==> config.mk <==
export PLATFORM = sky130hd
export DESIGN_NAME = fft_out_reorder_flat
export DESIGN_NICKNAME = d
export VERILOG_FILES = /design/src/rtl/fft_pkg.sv /design/src/rtl/fft_out_reorder_if.sv /design/src/rtl/fft_bitrev_addr.sv /design/src/rtl/fft_out_reorder.sv /design/src/flat_wrapper.sv
export SDC_FILE = /design/constraint.sdc
export NUM_CORES = 2
export LEC_CHECK = 0
export CAP_MARGIN = 5
export CORE_MARGIN = 4
export CORE_UTILIZATION = 40
export DETAILED_ROUTE_END_ITERATION = 16
export GPL_TIMING_DRIVEN = 1
export SYNTH_ARGS = -nofsm -noshare
export SYNTH_HDL_FRONTEND = slang
export SYNTH_SLANG_ARGS = --single-unit
export TNS_END_PERCENT = 30
==> constraint.sdc <==
create_clock -name clk -period 30 [get_ports clk]
set_clock_uncertainty 0.1 [all_clocks]
set_input_delay 7.5 -clock clk [delete_from_list [all_inputs] [get_ports clk]]
set_output_delay 7.5 -clock clk [all_outputs]
set_load 0.005 [all_outputs]
==> src/rtl/fft_pkg.sv <==
// Shared definitions for the FFT output stage: FSM state encodings,
// complex sample packing and the bit-reversal helper.
package fft_pkg;

  // Output stage states: gather final-stage writes, then stream bins out.
  typedef enum logic {
    S_COLLECT = 1'b0,
    S_DRAIN   = 1'b1
  } fft_state_t;

  // A complex sample is {re, im}, each DATA_WIDTH bits.
  localparam int CPLX_PARTS = 2;

  // Reverse the low 'width' bits of addr. Upper result bits are zero.
  // Built from shifts so that every select is a constant slice.
  function automatic logic [31:0] bitrev(input logic [31:0] addr, input int width);
    logic [31:0] a;
    logic [31:0] r;
    a = addr;
    r = '0;
    for (int i = 0; i < width; i++) begin
      r = {r[30:0], a[0]};
      a = a >> 1;
    end
    return r;
  endfunction

endpackage

==> src/rtl/fft_out_reorder_if.sv <==
// Bin stream from the FFT output stage: valid/ready with bin index and
// last-bin marker. The master side produces bins, the slave consumes them.
interface fft_out_reorder_if
  import fft_pkg::*;
#(
  parameter int DATA_WIDTH = 16,
  parameter int ADDR_WIDTH = 4
);
  logic                             out_valid;
  logic                             out_ready;
  logic [CPLX_PARTS*DATA_WIDTH-1:0] out_data;
  logic [ADDR_WIDTH-1:0]            out_index;
  logic                             out_last;

  modport master (
    output out_valid,
    output out_data,
    output out_index,
    output out_last,
    input  out_ready
  );

  modport slave (
    input  out_valid,
    input  out_data,
    input  out_index,
    input  out_last,
    output out_ready
  );
endinterface

==> src/rtl/fft_bitrev_addr.sv <==
// Combinational bit-reversal of a buffer address. Used by the output
// stage when the FFT core leaves its results in bit-reversed slots.
module fft_bitrev_addr
  import fft_pkg::*;
#(
  parameter int ADDR_WIDTH = 4
) (
  input  logic [ADDR_WIDTH-1:0] addr,
  output logic [ADDR_WIDTH-1:0] addr_rev
);
  assign addr_rev = ADDR_WIDTH'(bitrev(32'(addr), ADDR_WIDTH));
endmodule

==> src/rtl/fft_out_reorder.sv <==
// FFT output reorder stage. Captures the final-stage butterfly pair
// write-backs into an N-entry buffer and, after the core's done edge,
// streams the spectrum one bin per cycle in natural bin order.
// Optional build macro FFT_OUT_BITREV_EN: bin k is read from the
// bit-reversed buffer slot instead of slot k.
module fft_out_reorder
  import fft_pkg::*;
#(
  parameter int N          = 16,
  parameter int DATA_WIDTH = 16,
  parameter int ADDR_WIDTH = $clog2(N)
) (
  input  logic                             clk,
  input  logic                             rst,
  input  logic                             wr_valid,
  input  logic [ADDR_WIDTH-1:0]            wr_addr0,
  input  logic [ADDR_WIDTH-1:0]            wr_addr1,
  input  logic [CPLX_PARTS*DATA_WIDTH-1:0] y0_in,
  input  logic [CPLX_PARTS*DATA_WIDTH-1:0] y1_in,
  input  logic                             fft_done,
  fft_out_reorder_if.master                out_if,
  output logic                             busy,
  output logic                             err_incomplete,
  output logic                             err_drop
);

  localparam int                    CW     = CPLX_PARTS * DATA_WIDTH;
  localparam logic [ADDR_WIDTH-1:0] LAST_K = ADDR_WIDTH'(N - 1);

  fft_state_t            state_reg;
  logic [CW-1:0]         mem_reg [N];
  logic [N-1:0]          written_reg;
  logic                  done_prev_reg;
  logic [ADDR_WIDTH-1:0] k_reg;
  logic                  out_valid_reg;
  logic [CW-1:0]         out_data_reg;
  logic                  out_last_reg;
  logic                  busy_reg;
  logic                  err_incomplete_reg;
  logic                  err_drop_reg;

  logic                  done_rise;
  logic                  in_collect;
  logic                  wr_en;
  logic                  handshake;
  logic [ADDR_WIDTH-1:0] rd_k;
  logic [ADDR_WIDTH-1:0] rd_addr;
  logic [CW-1:0]         rd_data;
  logic [N-1:0]          wr_bits;
  logic [N-1:0]          frame_mask;

  assign done_rise  = fft_done & ~done_prev_reg;
  assign in_collect = (state_reg == S_COLLECT);
  // Writes are only accepted while collecting; during a drain they are dropped.
  assign wr_en      = wr_valid & in_collect;
  assign handshake  = out_valid_reg & out_if.out_ready;
  // Next bin to present: bin 0 when a drain starts, otherwise k+1.
  assign rd_k       = (in_collect && done_rise) ? '0 : k_reg + 1'b1;

`ifdef FFT_OUT_BITREV_EN
  fft_bitrev_addr #(
    .ADDR_WIDTH (ADDR_WIDTH)
  ) u_bitrev (
    .addr     (rd_k),
    .addr_rev (rd_addr)
  );
`else
  assign rd_addr = rd_k;
`endif

  // Mask bits touched by this cycle's pair write.
  always_comb begin
    wr_bits = '0;
    if (wr_en) begin
      wr_bits[wr_addr0] = 1'b1;
      wr_bits[wr_addr1] = 1'b1;
    end
  end

  assign frame_mask = written_reg | wr_bits;

  // Buffer read with same-cycle write forwarding so a pair written on the
  // done edge is visible to bin 0; y1 takes priority as in the buffer itself.
  always_comb begin
    rd_data = mem_reg[rd_addr];
    if (wr_en && (wr_addr0 == rd_addr)) rd_data = y0_in;
    if (wr_en && (wr_addr1 == rd_addr)) rd_data = y1_in;
  end

  // Sample buffer: pair write, y1 written last so it wins on an address clash.
  always_ff @(posedge clk or posedge rst) begin
    if (rst) begin
      for (int i = 0; i < N; i++) mem_reg[i] <= '0;
    end else if (wr_en) begin
      mem_reg[wr_addr0] <= y0_in;
      mem_reg[wr_addr1] <= y1_in;
    end
  end

  // Collect/drain FSM with registered stream outputs and sticky error flags.
  always_ff @(posedge clk or posedge rst) begin
    if (rst) begin
      state_reg          <= S_COLLECT;
      written_reg        <= '0;
      done_prev_reg      <= 1'b0;
      k_reg              <= '0;
      out_valid_reg      <= 1'b0;
      out_data_reg       <= '0;
      out_last_reg       <= 1'b0;
      busy_reg           <= 1'b0;
      err_incomplete_reg <= 1'b0;
      err_drop_reg       <= 1'b0;
    end else begin
      done_prev_reg <= fft_done;
      case (state_reg)
        S_COLLECT: begin
          written_reg <= frame_mask;
          if (done_rise) begin
            state_reg     <= S_DRAIN;
            busy_reg      <= 1'b1;
            out_valid_reg <= 1'b1;
            k_reg         <= '0;
            out_data_reg  <= rd_data;
            out_last_reg  <= 1'b0;
            if (frame_mask != '1) err_incomplete_reg <= 1'b1;
          end
        end
        S_DRAIN: begin
          if (wr_valid || done_rise) err_drop_reg <= 1'b1;
          if (handshake) begin
            if (out_last_reg) begin
              state_reg     <= S_COLLECT;
              busy_reg      <= 1'b0;
              out_valid_reg <= 1'b0;
              out_last_reg  <= 1'b0;
              written_reg   <= '0;
            end else begin
              k_reg        <= rd_k;
              out_data_reg <= rd_data;
              out_last_reg <= (rd_k == LAST_K);
            end
          end
        end
        default: state_reg <= S_COLLECT;
      endcase
    end
  end

  assign out_if.out_valid = out_valid_reg;
  assign out_if.out_data  = out_data_reg;
  assign out_if.out_index = k_reg;
  assign out_if.out_last  = out_last_reg;
  assign busy             = busy_reg;
  assign err_incomplete   = err_incomplete_reg;
  assign err_drop         = err_drop_reg;

endmodule

==> src/flat_wrapper.sv <==
// flat-port wrapper written by rule: the top's interface ports become plain ports
module fft_out_reorder_flat import fft_pkg::*;
#(
  parameter int N          = 16,
  parameter int DATA_WIDTH = 16,
  parameter int ADDR_WIDTH = $clog2(N)
)
  (clk, rst, wr_valid, wr_addr0, wr_addr1, y0_in, y1_in, fft_done, busy, err_incomplete, err_drop, out_if_out_valid, out_if_out_data, out_if_out_index, out_if_out_last, out_if_out_ready);
  fft_out_reorder_if #(.DATA_WIDTH(DATA_WIDTH), .ADDR_WIDTH(ADDR_WIDTH)) out_if_i ();
  input  logic clk;
  input  logic rst;
  input  logic wr_valid;
  input  logic [ADDR_WIDTH-1:0] wr_addr0;
  input  logic [ADDR_WIDTH-1:0] wr_addr1;
  input  logic [CPLX_PARTS*DATA_WIDTH-1:0] y0_in;
  input  logic [CPLX_PARTS*DATA_WIDTH-1:0] y1_in;
  input  logic fft_done;
  output logic busy;
  output logic err_incomplete;
  output logic err_drop;
  output wire logic [$bits(out_if_i.out_valid)-1:0] out_if_out_valid;
  output wire logic [$bits(out_if_i.out_data)-1:0] out_if_out_data;
  output wire logic [$bits(out_if_i.out_index)-1:0] out_if_out_index;
  output wire logic [$bits(out_if_i.out_last)-1:0] out_if_out_last;
  input wire logic [$bits(out_if_i.out_ready)-1:0] out_if_out_ready;
  assign out_if_out_valid = out_if_i.out_valid;
  assign out_if_out_data = out_if_i.out_data;
  assign out_if_out_index = out_if_i.out_index;
  assign out_if_out_last = out_if_i.out_last;
  assign out_if_i.out_ready = out_if_out_ready;
  fft_out_reorder #(.N(N), .DATA_WIDTH(DATA_WIDTH), .ADDR_WIDTH(ADDR_WIDTH)) u_core (.clk(clk), .rst(rst), .wr_valid(wr_valid), .wr_addr0(wr_addr0), .wr_addr1(wr_addr1), .y0_in(y0_in), .y1_in(y1_in), .fft_done(fft_done), .out_if(out_if_i), .busy(busy), .err_incomplete(err_incomplete), .err_drop(err_drop));
endmodule
* Yosys cells after proc, flatten, opt, wreduce, memory -nomap -nowiden
Cells that the tools add are included. Widths: inputs -> output; s select.
Operators by class: add/sub/neg operators 1, magnitude comparators 9, equal/unequal tests 8, multiplexer cells 40, bitwise operators 10, reductions and logical operators 14
Operators by type and width (count):
- $bwmux 512 | 2
- $mux 32 | 9
- $demux 32 s4 | 2
- $bmux 32 s4 | 1
- $pmux 32 s2 | 1
- $mux 16 | 3
- $or 16x16->16 | 2
- $pmux 16 s2 | 1
- $mux 4 | 4
- $ne 16x16->1 const B | 1
- $ge 5x5->1 const B | 3
- $not 4->5 | 3
- $mux 1 | 11
- $lt 4x5->1 const B | 2
- $lt 5x1->1 const B | 2
- $reduce_and 3->1 | 3
- $demux 1 s4 | 2
- $eq 4x4->1 | 2
- $ge 4x1->1 const B | 2
- $pmux 4 s2 | 1
- $logic_and 1x1->1 | 7
- $ne 2x2->1 const B | 3
- $pmux 1 s2 | 3
- $reduce_and 2->1 | 3
- other kinds (6) | 9
Word-level totals: flip-flop bits (word level) 570, bits of input ports 77, output and inout bits 41, logic and storage cells 107

* Logic depth before layout (Yosys ltp)
depth in word-level cells 13, depth in mapped cells 12, gate-level depth less buffers 8

* Worst setup path after synthesis
Ideal clock, no wire load.
path kind input-to-reg, start point in fft_done, end point reg u_core.out_data_reg[18], in the netlist u_core.out_if.out_data[18], library setup time 129 ps, arrival 9124 ps, data required time 29771 ps, slack 20647 ps, cell stages on the path 9, buffers on the path 3, cells stage by stage nor3b_1 > buf_4 > or4_1 > clkbuf_1 > nor2_1 > clkbuf_1 > o21ai_0 > o211ai_1 > o22ai_1
Between the ends: word-level cells in the longest chain between the ends 12, elaborated cells on any way between the ends 19, classes of those cells eq/ne (3); mux (10); bitwise (2); reduce/logical (4)
Ends and longest elaborated chain:
- from (decl) | RTL line flat_wrapper.sv:17 | input logic fft_done;
- $and 1x1->1 (*) | RTL line fft_out_reorder.sv:52 | assign done_rise = fft_done & ~done_prev_reg;
- $logic_and 1x1->1 | RTL line fft_out_reorder.sv:58 | assign rd_k = (in_collect && done_rise) ? '0 : k_reg + 1'b1;
- $mux 4 | RTL line fft_out_reorder.sv:58
- $not 4->5 (implied by the code) | RTL line fft_out_reorder.sv:85 | rd_data = mem_reg[rd_addr];
- $bmux 32 s4 | RTL line fft_out_reorder.sv:85
- $mux 32 (implied by the code) (2 in series) | RTL line fft_out_reorder.sv:85
- $mux 32 | RTL line fft_out_reorder.sv:86 | if (wr_en && (wr_addr0 == rd_addr)) rd_data = y0_in;
- $mux 32 | RTL line fft_out_reorder.sv:87 | if (wr_en && (wr_addr1 == rd_addr)) rd_data = y1_in;
- $mux 32 | RTL line fft_out_reorder.sv:131 | if (out_last_reg) begin
- $mux 32 | RTL line fft_out_reorder.sv:130 | if (handshake) begin
- $pmux 32 s2 | RTL line fft_out_reorder.sv:115 | case (state_reg)
- to (signal assigned) | RTL line fft_out_reorder.sv:123 | out_data_reg <= rd_data;
- to (signal assigned) | RTL line fft_out_reorder.sv:139 | out_data_reg <= rd_data;
- to (decl) | RTL line fft_out_reorder.sv:36 | logic [CW-1:0] out_data_reg;
Mark *: on every way between the ends. The rest lies on a longest branch, timed or not. The select of a mux whose other input is x is not followed. A chain may end at the register's enable or synchronous reset.

* Final worst setup path
start point in wr_addr1[0], end point reg u_core.err_incomplete_reg, in the netlist u_core.err_incomplete
Between the ends: word-level cells in the longest chain between the ends 9, elaborated cells on any way between the ends 10, classes of those cells order compare (2); eq/ne (1); mux (3); bitwise (2); reduce/logical (2)
Ends and longest elaborated chain:
- from (decl) | RTL line flat_wrapper.sv:14 | input logic [ADDR_WIDTH-1:0] wr_addr1;
- $lt 4x5->1 (implied by the code) or $ge 4x1->1 (tied branches) | RTL line fft_out_reorder.sv:76 | wr_bits[wr_addr1] = 1'b1;
- $logic_and 1x1->1 (implied by the code) | RTL line fft_out_reorder.sv:76
- $mux 1 (implied by the code) | RTL line fft_out_reorder.sv:76
- $demux 1 s4 (*)
- $or 16x16->16 (no line) (*)
- $mux 16 (*) | RTL line fft_out_reorder.sv:74 | if (wr_en) begin
- $or 16x16->16 (*) | RTL line fft_out_reorder.sv:80 | assign frame_mask = written_reg | wr_bits;
- $ne 16x16->1 (*) | RTL line fft_out_reorder.sv:125 | if (frame_mask != '1) err_incomplete_reg <= 1'b1;
- $reduce_and 3->1 (no line) (*)
- to (signal assigned) | RTL line fft_out_reorder.sv:111 | err_incomplete_reg <= 1'b0;
- to (signal assigned) | RTL line fft_out_reorder.sv:125
- to (decl) | RTL line fft_out_reorder.sv:39 | logic err_incomplete_reg;
Mark *: on every way between the ends. The rest lies on a longest branch, timed or not.

==> reports/metrics.yaml <==
die:
  die_h_um: 289
  core_area_mm2: 0.0780
  die_x_um: 289
  io_pins: 118
  initial_core_util: 0.406
  rows: 102
  die_area_mm2: 0.0837
clock_tree:
  path_clk_slew_ps: 50
  cts_hold_buf: 0
  post_cts_buffers: 0
  clock-sinks: 570
  cts_made_buffers: 66
  clockBufferDepth: 3
  cts_resized: 0
  root_buffer: "clkbuf_16"
  cts_tree: "yes"
  clk_latency_ps: 610
  htree_levels: 3
drt:
  vias: 26900
  drt_pass1_iterations: 5
  drcViolationCount: 0
  drt_iter0_markers: 2681
  wl_per_cell_um: 27.2
  vias_per_cell: 6.10
  final_antenna_net_count: 0
  routed_wl_um: 120000
synth:
  ys_ff_latch: 570
  yosysSeqAreaShare: 0.451
  synthTopCellsByArea: "dfrtp_1 (45%), mux2i_1 (16%), o21ai_0 (6.0%)"
  yosysWarningCount: 0
  synth_ff_type: "dfrtp_1"
  netlist_instances: 3470
  syn_nets: 3548
  syn_area_per_cell_um2: 9.12
  synth_area_mm2: 0.0316
  async_flop_share: 1.00
  synth_top_area_share: 0.451
  synth-edff-count: 0
  ys_types: 64
  synth.largest_area_cell: "dfrtp_1"
pwr:
  p_leak_uw: 0.0153
  powerDensity_mw_per_mm2: 102
  vdd_drop_max_v: 0.0000804
sta:
  maxSlewViolCount: 0
  fin_setup_tns_ps: 0
  tightest_slew_ps: 1350
  timing.fmax_ghz: 0.0909
  rsz0062_at_grt: "no"
  finalCritPeriodShare: 0.367
  slew_headroom: 0.0945
  setup_viol_count_final: 0
  timing_hold_violations_final: 0
  hold-worst-slack_ps: 373
  period_needed_ps: 11010
layout:
  fillCellCount: 7482
  drive_gt1_frac: 0.0948
  syn2layout_area_growth_pct: 12.0
  nets: 3389
  largest_reg_flops: 512
run:
  maxCapViolCount: 0
worst_setup_path:
  worst_ep_arrival_time_ps: 11400
  cp-end-kind: "flip-flop"
  start_kind: "primary input"
  crit_required_ps: 30390
  worst-setup-path-type: "primary input to flip-flop"
  critPathMaxFanout: 65
global_route:
  grt_use_total: 0.284
  antenna_found_initial: 9
  overflow: 0
  grt_pass1_wl_um: 179000
  grt_max_degree: 146
  grt_pass1_vias: 26500
placed_design:
  io_buffers: 117
  gp_congestion: 0.839
  dp_hpwl_um: 66300
min_path:
  hp-class: "flip-flop to flip-flop"
status:
  status: "complete, no violations"
==> cell usage in the layout (no fill, tap or decap), types with 15 or more instances in the layout <==
cell type and n:
mux2i_1 492, or4_1 15, nor2_1 262, a31oi_1 31, buf_4 76, nor3_1 21
clkbuf_16 69, o21ai_0 377, o2bb2ai_1 15, and3_1 28, nor2b_1 20, a21oi_1 332
clkbuf_1 18, clkdlybuf4s50_1 116, mux2_2 73, o31ai_1 22, o211ai_1 22, nand2_1 423
o221ai_1 19, o22ai_1 101, o21ai_1 25, mux4_2 18, dfrtp_1 569
==> power by group <==
group | switching [uW] | internal (uW) | total, uW | leakage (uW)
Clock | 334 | 461 | 795 | 0.00102
Sequential | 210 | 1090 | 1300 | 0.00745
Combinational | 953 | 578 | 1530 | 0.00688
==> final timing paths <==
path	end	slack [ps]	cells past startpoint	start
setup / recovery	u_core.err_incomplete$_DFFE_PP0P_	18990	9	wr_addr1[0]
hold / removal	u_core.mem_reg[122]$_DFFE_PP0P_	370	2	u_core.mem_reg[122]$_DFFE_PP0P_
setup reg to reg	u_core.out_if.out_data[1]$_DFFE_PP0P_	24690	10	u_core.out_if.out_index[0]$_DFFE_PP0P_
hold reg to reg	u_core.mem_reg[122]$_DFFE_PP0P_	370	2	u_core.mem_reg[122]$_DFFE_PP0P_
max in group asynchronous	u_core.mem_reg[282]$_DFFE_PP0P_	19340	5	rst
min in group asynchronous	u_core.mem_reg[422]$_DFFE_PP0P_	7340	2	rst
==> area by class of cell <==
cell class	instances	area (um2)	share of cell area
Sequential cell	570	14300	0.402
Antenna cell	8	20.0	0.000565
Tap cell	1040	1300	0.0367
Clock inverter	12	98.8	0.00279
Inverter	7	33.8	0.000953
Timing Repair Buffer	194	1760	0.0495
Clock buffer	100	1970	0.0557
Multi-Input combinational cell	2472	16000	0.451
==> cells in the mapped netlist (3+ instances only) <==
cell type,count
o32ai_1,4
a311oi_1,7
nand2b_1,5
o22ai_1,101
buf_6,4
nor2b_1,21
o2111ai_1,5
and3_1,29
or4_1,15
o21a_1,3
o211ai_1,22
mux2i_1,492
clkbuf_1,312
a22o_1,3
nor3_1,21
o2bb2ai_1,15
o21ai_0,381
mux2_2,73
a2bb2oi_1,10
nand2_1,430
nor2_1,269
a21oi_1,339
a22oi_1,9
o221ai_1,19
xnor2_1,6
o31ai_1,22
nand4_1,5
buf_1,41
and4_1,3
and2_1,10
mux4_2,18
buf_4,7
a211o_1,4
inv_1,6
nor4_1,11
a211oi_1,13
nand3_1,15
nor3b_1,4
dfrtp_1,570
a31oi_1,31
o21ai_1,30
buf_2,56
==> metal layers <==
metal | share of wire | GRT usage | vias up
met4 | 0.048 | 0.124 | 4
met1 | 0.43 | 0.388 | 13300
met5 | 0.00024 | 0 | -
met3 | 0.081 | 0.0554 | 340
met2 | 0.44 | 0.442 | 1260
li1 | - | - | 11900
==> worst max-delay path, cell delays in order <==
cell	delay, ps
clkdlybuf4s50_1	1010
nand4_1	570
buf_4	540
a21oi_4	190
buf_4	700
nor2_1	120
nor4_1	390
nand4_1	130
a21o_1	200
==> kinds of logic after synthesis <==
logic type / share of synthesized area
AO/OA/AOI/OAI: 0.183
XOR/XNOR: 0.00194
adder cells (fa/ha/maj): 0.000395
flip-flops: 0.451
buffers and inverters: 0.0548
AND/OR/NAND/NOR: 0.115
multiplexers: 0.194
==> through the flow <==
step | util | cell area [um2] | power [uW] | cells | setup slack, ps
floorplan | - | 31600 | 2270 | 3470 | 6460
global placement | 0.428 | 33400 | 2780 | 4283 | 18510
detailed placement | 0.428 | 33400 | 2810 | 4283 | 18480
CTS | 0.454 | 35400 | 3610 | 4395 | 19090
global route | 0.454 | 35400 | 3840 | 4395 | 18800
finish | 0.455 | 35500 | 3630 | 4403 | 18990
(Power assumes the default switching activity.)
